==> src/rtl/pc_fetch_sequencer_if.sv <==
// Signal bundle between the fetch sequencer and its PC, memory and execute unit.
// The master side is the sequencer; the slave side is the surrounding datapath.
interface pc_fetch_sequencer_if #(
    parameter int AddrWidth = 8,
    parameter int DataWidth = 16
);
    logic                 start;
    logic                 halt;
    logic                 exec_done;
    logic                 branch;
    logic [AddrWidth-1:0] branch_addr;
    logic [DataWidth-1:0] mem_data;
    logic                 mem_ready;
    logic                 pc_load_n;
    logic                 pc_enable;
    logic                 pc_oe_n;
    logic [AddrWidth-1:0] pc_d;
    logic                 mem_read;
    logic [DataWidth-1:0] ir;
    logic                 ir_valid;
    logic                 busy;
    logic                 fault;
    logic [2:0]           state;

    modport master (
        input  start, halt, exec_done, branch, branch_addr, mem_data, mem_ready,
        output pc_load_n, pc_enable, pc_oe_n, pc_d, mem_read, ir, ir_valid, busy, fault, state
    );

    modport slave (
        output start, halt, exec_done, branch, branch_addr, mem_data, mem_ready,
        input  pc_load_n, pc_enable, pc_oe_n, pc_d, mem_read, ir, ir_valid, busy, fault, state
    );
endinterface

==> src/rtl/pc_fetch_sequencer.sv <==
// Fetch/branch controller for an external up-counter PC: strobes the counter and memory,
// latches instructions, reloads the PC on taken branches and parks on memory timeout.
//
//   state  | meaning
//   -------+-----------------------------------------------------------
//   IDLE   | after reset, waiting for start
//   ADDR   | PC drives the bus, read strobe issued, timeout armed
//   WAIT   | read strobe held until mem_ready or timeout
//   LATCH  | instruction captured, PC increments, ir_valid pulse
//   EXEC   | waiting for exec_done; picks halt / branch / next fetch
//   BRANCH | counter loads the registered branch target
//   HALTED | stopped between instructions, start resumes
//   FAULT  | memory timeout, left only through reset
module pc_fetch_sequencer #(
    parameter int AddrWidth   = 8,
    parameter int DataWidth   = 16,
    parameter int WaitTimeout = 15
) (
    input logic                  clk_i,
    input logic                  rst_i,
    pc_fetch_sequencer_if.master bus
);

    typedef enum logic [2:0] {
        S_IDLE   = 3'd0,
        S_ADDR   = 3'd1,
        S_WAIT   = 3'd2,
        S_LATCH  = 3'd3,
        S_EXEC   = 3'd4,
        S_BRANCH = 3'd5,
        S_HALTED = 3'd6,
        S_FAULT  = 3'd7
    } state_e;

    // Timeout is a down-counter: loaded in ADDR, fault when it hits zero without mem_ready.
    localparam logic [7:0] WaitLoad = 8'(WaitTimeout - 1);

    state_e               state_q, state_d;
    logic [DataWidth-1:0] ir_q, ir_d;
    logic [AddrWidth-1:0] pc_d_q, pc_d_d;
    logic                 fault_q, fault_d;
    logic [7:0]           wait_q, wait_d;

    always_ff @(posedge clk_i) begin
        if (rst_i) begin
            state_q <= S_IDLE;
            ir_q    <= '0;
            pc_d_q  <= '0;
            fault_q <= 1'b0;
            wait_q  <= '0;
        end else begin
            state_q <= state_d;
            ir_q    <= ir_d;
            pc_d_q  <= pc_d_d;
            fault_q <= fault_d;
            wait_q  <= wait_d;
        end
    end

    always_comb begin
        state_d = state_q;
        ir_d    = ir_q;
        pc_d_d  = pc_d_q;
        fault_d = fault_q;
        wait_d  = wait_q;
        unique case (state_q)
            S_IDLE: begin
                if (bus.start) state_d = S_ADDR;
            end
            S_ADDR: begin
                wait_d  = WaitLoad;
                state_d = S_WAIT;
            end
            S_WAIT: begin
                if (bus.mem_ready) begin
                    ir_d    = bus.mem_data;
                    state_d = S_LATCH;
                end else if (wait_q == 8'd0) begin
                    fault_d = 1'b1;
                    state_d = S_FAULT;
                end else begin
                    wait_d = wait_q - 8'd1;
                end
            end
            S_LATCH: begin
                state_d = S_EXEC;
            end
            S_EXEC: begin
                // Halt wins over a simultaneous branch; the branch target is dropped.
                if (bus.exec_done) begin
                    if (bus.halt) begin
                        state_d = S_HALTED;
                    end else if (bus.branch) begin
                        pc_d_d  = bus.branch_addr;
                        state_d = S_BRANCH;
                    end else begin
                        state_d = S_ADDR;
                    end
                end
            end
            S_BRANCH: begin
                state_d = S_ADDR;
            end
            S_HALTED: begin
                if (bus.start) state_d = S_ADDR;
            end
            S_FAULT: begin
                state_d = S_FAULT;
            end
            default: begin
                state_d = S_IDLE;
            end
        endcase
    end

    // Load and enable live in different states, so the counter never sees both at once.
    assign bus.pc_load_n = (state_q != S_BRANCH);
    assign bus.pc_enable = (state_q == S_LATCH);
    assign bus.pc_oe_n   = !((state_q == S_ADDR) || (state_q == S_WAIT));
    assign bus.mem_read  = (state_q == S_ADDR) || (state_q == S_WAIT);
    assign bus.ir_valid  = (state_q == S_LATCH);
    assign bus.busy      = (state_q == S_ADDR) || (state_q == S_WAIT) || (state_q == S_LATCH) ||
                           (state_q == S_EXEC) || (state_q == S_BRANCH);
    assign bus.ir        = ir_q;
    assign bus.pc_d      = pc_d_q;
    assign bus.fault     = fault_q;
    assign bus.state     = state_q;

endmodule

==> src/flat_wrapper.sv <==
// flat-port wrapper written by rule: the top's interface ports become plain ports
module pc_fetch_sequencer_flat 
#(
    parameter int AddrWidth   = 8,
    parameter int DataWidth   = 16,
    parameter int WaitTimeout = 15
)
  (clk_i, rst_i, bus_start, bus_halt, bus_exec_done, bus_branch, bus_branch_addr, bus_mem_data, bus_mem_ready, bus_pc_load_n, bus_pc_enable, bus_pc_oe_n, bus_pc_d, bus_mem_read, bus_ir, bus_ir_valid, bus_busy, bus_fault, bus_state);
  pc_fetch_sequencer_if #(.AddrWidth(AddrWidth), .DataWidth(DataWidth)) bus_i ();
  input logic clk_i;
  input logic rst_i;
  input wire logic [$bits(bus_i.start)-1:0] bus_start;
  input wire logic [$bits(bus_i.halt)-1:0] bus_halt;
  input wire logic [$bits(bus_i.exec_done)-1:0] bus_exec_done;
  input wire logic [$bits(bus_i.branch)-1:0] bus_branch;
  input wire logic [$bits(bus_i.branch_addr)-1:0] bus_branch_addr;
  input wire logic [$bits(bus_i.mem_data)-1:0] bus_mem_data;
  input wire logic [$bits(bus_i.mem_ready)-1:0] bus_mem_ready;
  output wire logic [$bits(bus_i.pc_load_n)-1:0] bus_pc_load_n;
  output wire logic [$bits(bus_i.pc_enable)-1:0] bus_pc_enable;
  output wire logic [$bits(bus_i.pc_oe_n)-1:0] bus_pc_oe_n;
  output wire logic [$bits(bus_i.pc_d)-1:0] bus_pc_d;
  output wire logic [$bits(bus_i.mem_read)-1:0] bus_mem_read;
  output wire logic [$bits(bus_i.ir)-1:0] bus_ir;
  output wire logic [$bits(bus_i.ir_valid)-1:0] bus_ir_valid;
  output wire logic [$bits(bus_i.busy)-1:0] bus_busy;
  output wire logic [$bits(bus_i.fault)-1:0] bus_fault;
  output wire logic [$bits(bus_i.state)-1:0] bus_state;
  assign bus_i.start = bus_start;
  assign bus_i.halt = bus_halt;
  assign bus_i.exec_done = bus_exec_done;
  assign bus_i.branch = bus_branch;
  assign bus_i.branch_addr = bus_branch_addr;
  assign bus_i.mem_data = bus_mem_data;
  assign bus_i.mem_ready = bus_mem_ready;
  assign bus_pc_load_n = bus_i.pc_load_n;
  assign bus_pc_enable = bus_i.pc_enable;
  assign bus_pc_oe_n = bus_i.pc_oe_n;
  assign bus_pc_d = bus_i.pc_d;
  assign bus_mem_read = bus_i.mem_read;
  assign bus_ir = bus_i.ir;
  assign bus_ir_valid = bus_i.ir_valid;
  assign bus_busy = bus_i.busy;
  assign bus_fault = bus_i.fault;
  assign bus_state = bus_i.state;
  pc_fetch_sequencer #(.AddrWidth(AddrWidth), .DataWidth(DataWidth), .WaitTimeout(WaitTimeout)) u_core (.clk_i(clk_i), .rst_i(rst_i), .bus(bus_i));
endmodule
==> config.mk <==
export PLATFORM = sky130hd
export DESIGN_NAME = pc_fetch_sequencer_flat
export DESIGN_NICKNAME = d
export VERILOG_FILES = /design/src/rtl/pc_fetch_sequencer_if.sv /design/src/rtl/pc_fetch_sequencer.sv /design/src/flat_wrapper.sv
export SDC_FILE = /design/constraint.sdc
export NUM_CORES = 1
export LEC_CHECK = 0
export ABC_AREA = 1
export CAP_MARGIN = 20
export CORE_ASPECT_RATIO = 1.4
export CORE_MARGIN = 4
export CORE_UTILIZATION = 47
export DETAILED_ROUTE_END_ITERATION = 8
export PLACE_DENSITY = 0.85
export SETUP_SLACK_MARGIN = 0.05
export SLEW_MARGIN = 25
export SYNTH_ARGS = -nofsm -noshare
export SYNTH_HDL_FRONTEND = slang
export SYNTH_SLANG_ARGS = --single-unit
export TNS_END_PERCENT = 20
==> constraint.sdc <==
create_clock -name clk_i -period 2.2 [get_ports clk_i]
set_clock_uncertainty 0.15 [all_clocks]
set_input_delay 0.55 -clock clk_i [delete_from_list [all_inputs] [get_ports clk_i]]
set_output_delay 0.55 -clock clk_i [all_outputs]
set_load 0.03 [all_outputs]
---- Yosys cells after proc, flatten, opt, wreduce, memory -nomap -nowiden ----
Cells that the tools add are included.
word-level totals
  bits in registers ....................... 36
  logic and storage cells ................. 45
cells by class
  add/sub/neg operators ................... 1
  eq/ne operators ......................... 13
  multiplexer cells ....................... 10
  bitwise gates (word level) .............. 2
  reduce and logical (&&, ||, !) cells .... 14
operators with widths
  operator               number
  $pmux W3 S7            1
  $mux W3                6
  $mux W8                2
  $pmux W8 S2            1
  $eq A3 B3 Y1 const B   4
  $reduce_and A3 Y1      3
  $logic_not A8 Y1       1
  $sub A8 B1 Y8 const B  1
  $eq A3 B2 Y1 const B   2
  $ne A2 B2 Y1 const B   3
  $logic_or A1 B1 Y1     4
  $reduce_and A4 Y1      1
  $eq A3 B1 Y1 const B   1
  $logic_not A3 Y1       1
  $ne A3 B2 Y1 const B   1
  $ne A3 B3 Y1 const B   1
  $ne A2 B1 Y1 const B   1
  $not A1 Y1             2
  $reduce_and A2 Y1      1
  $reduce_bool A2 Y1     1
  $reduce_or A2 Y1       1
  $logic_not A1 Y1       1

---- Depth between registers and ports, before layout ----
Gate-level depths: netlist of the first run.
  word-level depth ........................ 5
  gate-level depth with buffers ........... 9
  mapped depth without buffers ............ 9

---- Worst setup path before layout of the first run ----
No wires, ideal clock.
  path kind ............................... flip-flop to output port
  start ................................... register u_core.state_q[1], in the netlist u_core.bus.state[1]
  end ..................................... output port bus_pc_enable
  arrival time ............................ 1.497 ns
  required time ........................... 1.500 ns
  slack ................................... 0.003 ns
  stages on the path, launching flop included .. 4
  path buffers ............................ 1
  cell sequence ........................... dfxtp_1 -> nand2_1 -> nor2_1 -> buf_4
on the way
  cells in the longest elaborated chain, start to end .. 1
RTL lines
  item                    line                      text
  start, declared         pc_fetch_sequencer.sv:38  state_e state_q, state_d;
  start signal, assigned  pc_fetch_sequencer.sv:52  state_q <= state_d;
  $eq A3 B2 Y1            --
  end, declared           flat_wrapper.sv:20        output wire logic [$bits(bus_i.pc_enable)-1:0] bus_pc_enable;
No other way between the ends.

---- Final worst setup path of the first run ----
  start ................................... register u_core.state_q[0], in the netlist u_core.bus.state[0]
  end ..................................... output port bus_state[0]
RTL lines
  item           line                text
  end, declared  flat_wrapper.sv:28  output wire logic [$bits(bus_i.state)-1:0] bus_state;
No word-level cell between the ends.

==> reports/results.tsv, run 1 <==
metric	value	unit
critPathMaxFanout	5	
end_kind	output pin	
wl	4010	um
area_delta_synth_final	45.1	%
drt-wirelength-per-cell	11.7	um
fin_ws	0.0983	ns
status	complete, no violations	
yosys-top-cells-count	58 x nor2_1, 36 x dfxtp_1, 35 x nand2_1	
cp_slowest_cell	clkdlybuf4s50_1	
cts.path.max_buffers	2	
final.setup.tns	0	ns
synth_warnings	0	
place_hpwl	3030	um
fin_crit	2.10	ns
grt_use_total	0.187	
required	1.50	ns
dp.cells	337	
synthTopCellsByArea	dfxtp_1 43%, nor2_1 13%, o21ai_0 8.1%, nand2_1 7.8%, nor2_2 5.2%	
r2r-start	u_core.bus.state[0]	
crit_type	flop to output pin	
final_area	2430	sq um
finalHoldViolCount	0	
cts_tree	built	
placed_cell_area	2370	sq um
finalSetupViolations	0	
highest_layer	met4	
async_reset_ff_frac	0	
mappedNetlistNets	267	
slowest_delay	0.70	ns
cts_resized	11	
ant_nets	0	
dieArea	4600	sq um
ioPinCount	65	
place.gp.congestion	0.833	
maxCapViolations	0	
crit_family	buffers and inverters	
wl_met3	316	um
cp.arrival	1.40	ns
fin_nets	337	
relSlewSlack	0.545	
hold_buffers	0	
hold_path.class	flop to flop	
ys_types	30	
ir_drop	0.695	mV
power.leakage	1.06	nW
crit_cells	1	
crit_start	u_core.bus.state[0]	
numClockSinks	36	
rsz0062_at_grt	true	
clockRootBuffer	clkbuf_8	
drt-met1-wl	1640	um
path_buf_inv	1	
min_from	u_core.bus.fault	
cp-start-kind	flop	
grt_remaining_overflow	0	
drcViolationCount	0	
yosysMostFrequentCell	nor2_1	
drtIter0Drc	51	
holdPathStages	2	
core	3410	sq um
die_w	58.5	um
ys_seq_area_frac	0.430	
initial_core_util	0.492	
row_count	25	
fmax	476	MHz
cts_max_level	2	
ys_ff_latch	36	
dr_wl_met2	1990	um
synth.top_cell.area_share	0.430	
grt_pass1_wl	6750	um
worst_pin_slew	0.682	ns
place_ws	0.0488	ns
die_h	78.7	um
finalCritPeriodShare	0.955	
grt_max_degree	29	
stdcell_count	344	
crit_path_cell_trace	clkdlybuf4s50_1	
via_per_inst	4.84	
cts_inserted_buffers	5	
grt_pass1_vias	1609	
diodes	0	
cts.reportedPaths.clkPinSlew	0.07	ns
antenna_found_initial	0	
port_buffers	64	
synth_area	1680	sq um
synth.largest_area_cell	dfxtp_1	
synth-edff-count	0	
syn-mean-instance-area	7.16	sq um
final_core_util	0.714	
cts_setup_buffers	0	
maxSlewViolCount	0	
ys.flop_type	dfxtp_1	
layout-drive-gt1-share	0.145	
insertion_delay	0.29	ns
r2r.worst_path.cells	8	
vias	1664	
syn_inst	234	
power.density	1210	nW/um^2
first_pass_iters	4	
[final cells by class]
| class | instances | area (sq um) |
|---|---|---|
| multi-input cells | 174 | 846 |
| repair buffers | 70 | 672 |
| flip-flops and latches | 36 | 722 |
| fillers | 270 | 976 |
| inverters | 17 | 66.3 |
| clock inverters | 1 | 5.00 |
| clock buffers | 6 | 72.6 |
| well taps | 40 | 50.0 |
[routing by layer]
metal | vias to the layer above | global-route usage
met5 | - | 0
met4 | 0 | 0.0789
met3 | 6 | 0.0806
met2 | 41 | 0.313
met1 | 731 | 0.201
li1 | 886 | -
[cell families after synthesis]
group / count (synthesis) / share of synthesized area
xor+xnor: 1 / 0.00522
buf+inv: 24 / 0.0672
fa+ha+maj: 2 / 0.0149
simple gates: 129 / 0.351
flops: 36 / 0.430
compound gates: 42 / 0.132
[where the power goes]
part | internal [mW] | switching (mW) | total, mW
clock network | 0.215 | 0.223 | 0.438
logic | 0.598 | 1.02 | 1.62
registers | 0.785 | 0.105 | 0.890
[worst min-delay path, stage by stage (launching register included)]
cell and delay (ns):
dfxtp_1 0.33, a31oi_1 0.04, nor2_1 0.07
[registers in the layout (all words and copies together) (netlist names)]
name,flops
u_core.bus.state,3
u_core.bus.ir,16
u_core.wait_q,8
u_core.bus.fault,1
u_core.bus.pc_d,8
[cell usage in the layout, fill, tap and decap left out, types with 2 or more instances in the layout]
cell type / instances
nor2_2: 15
nand2_1: 35
ha_1: 2
nand2_2: 3
nand4_1: 2
clkbuf_8: 5
dlygate4sd2_1: 5
a21oi_1: 9
buf_4: 7
nand3_1: 12
nor2_1: 57
o21ai_0: 27
dfxtp_1: 35
clkdlybuf4s50_1: 56
inv_1: 11
inv_2: 5
[final timing paths]
path,slack (ns),to
hold / removal,0.32,u_core.bus.fault
setup / recovery,0.1,bus_state[0]
hold reg to reg,0.32,u_core.bus.fault
setup reg to reg,0.50,u_core.bus.ir[15]
[per-stage QoR]
step           hold WS [ns]  power (mW)
2_1_floorplan         0.305        2.03
3_3_place_gp          0.301        2.53
3_5_place_dp          0.310        2.56
4_1_cts               0.327        2.98
5_1_grt               0.353        3.17
6_report              0.322        2.94
(Power assumes the default switching activity.)
==> inputs of run 2 (changes only) <==
--- a/config.mk
+++ b/config.mk
@@ -6,6 +6,7 @@
 export NUM_CORES = 1
 export LEC_CHECK = 0
 export ABC_AREA = 1
+export ABC_CLOCK_PERIOD_IN_PS = 2200
 export CAP_MARGIN = 20
 export CORE_ASPECT_RATIO = 1.4
 export CORE_MARGIN = 4
==> results of run 2 <==
Final layout, timing and power as in run 1 (identical DEF).
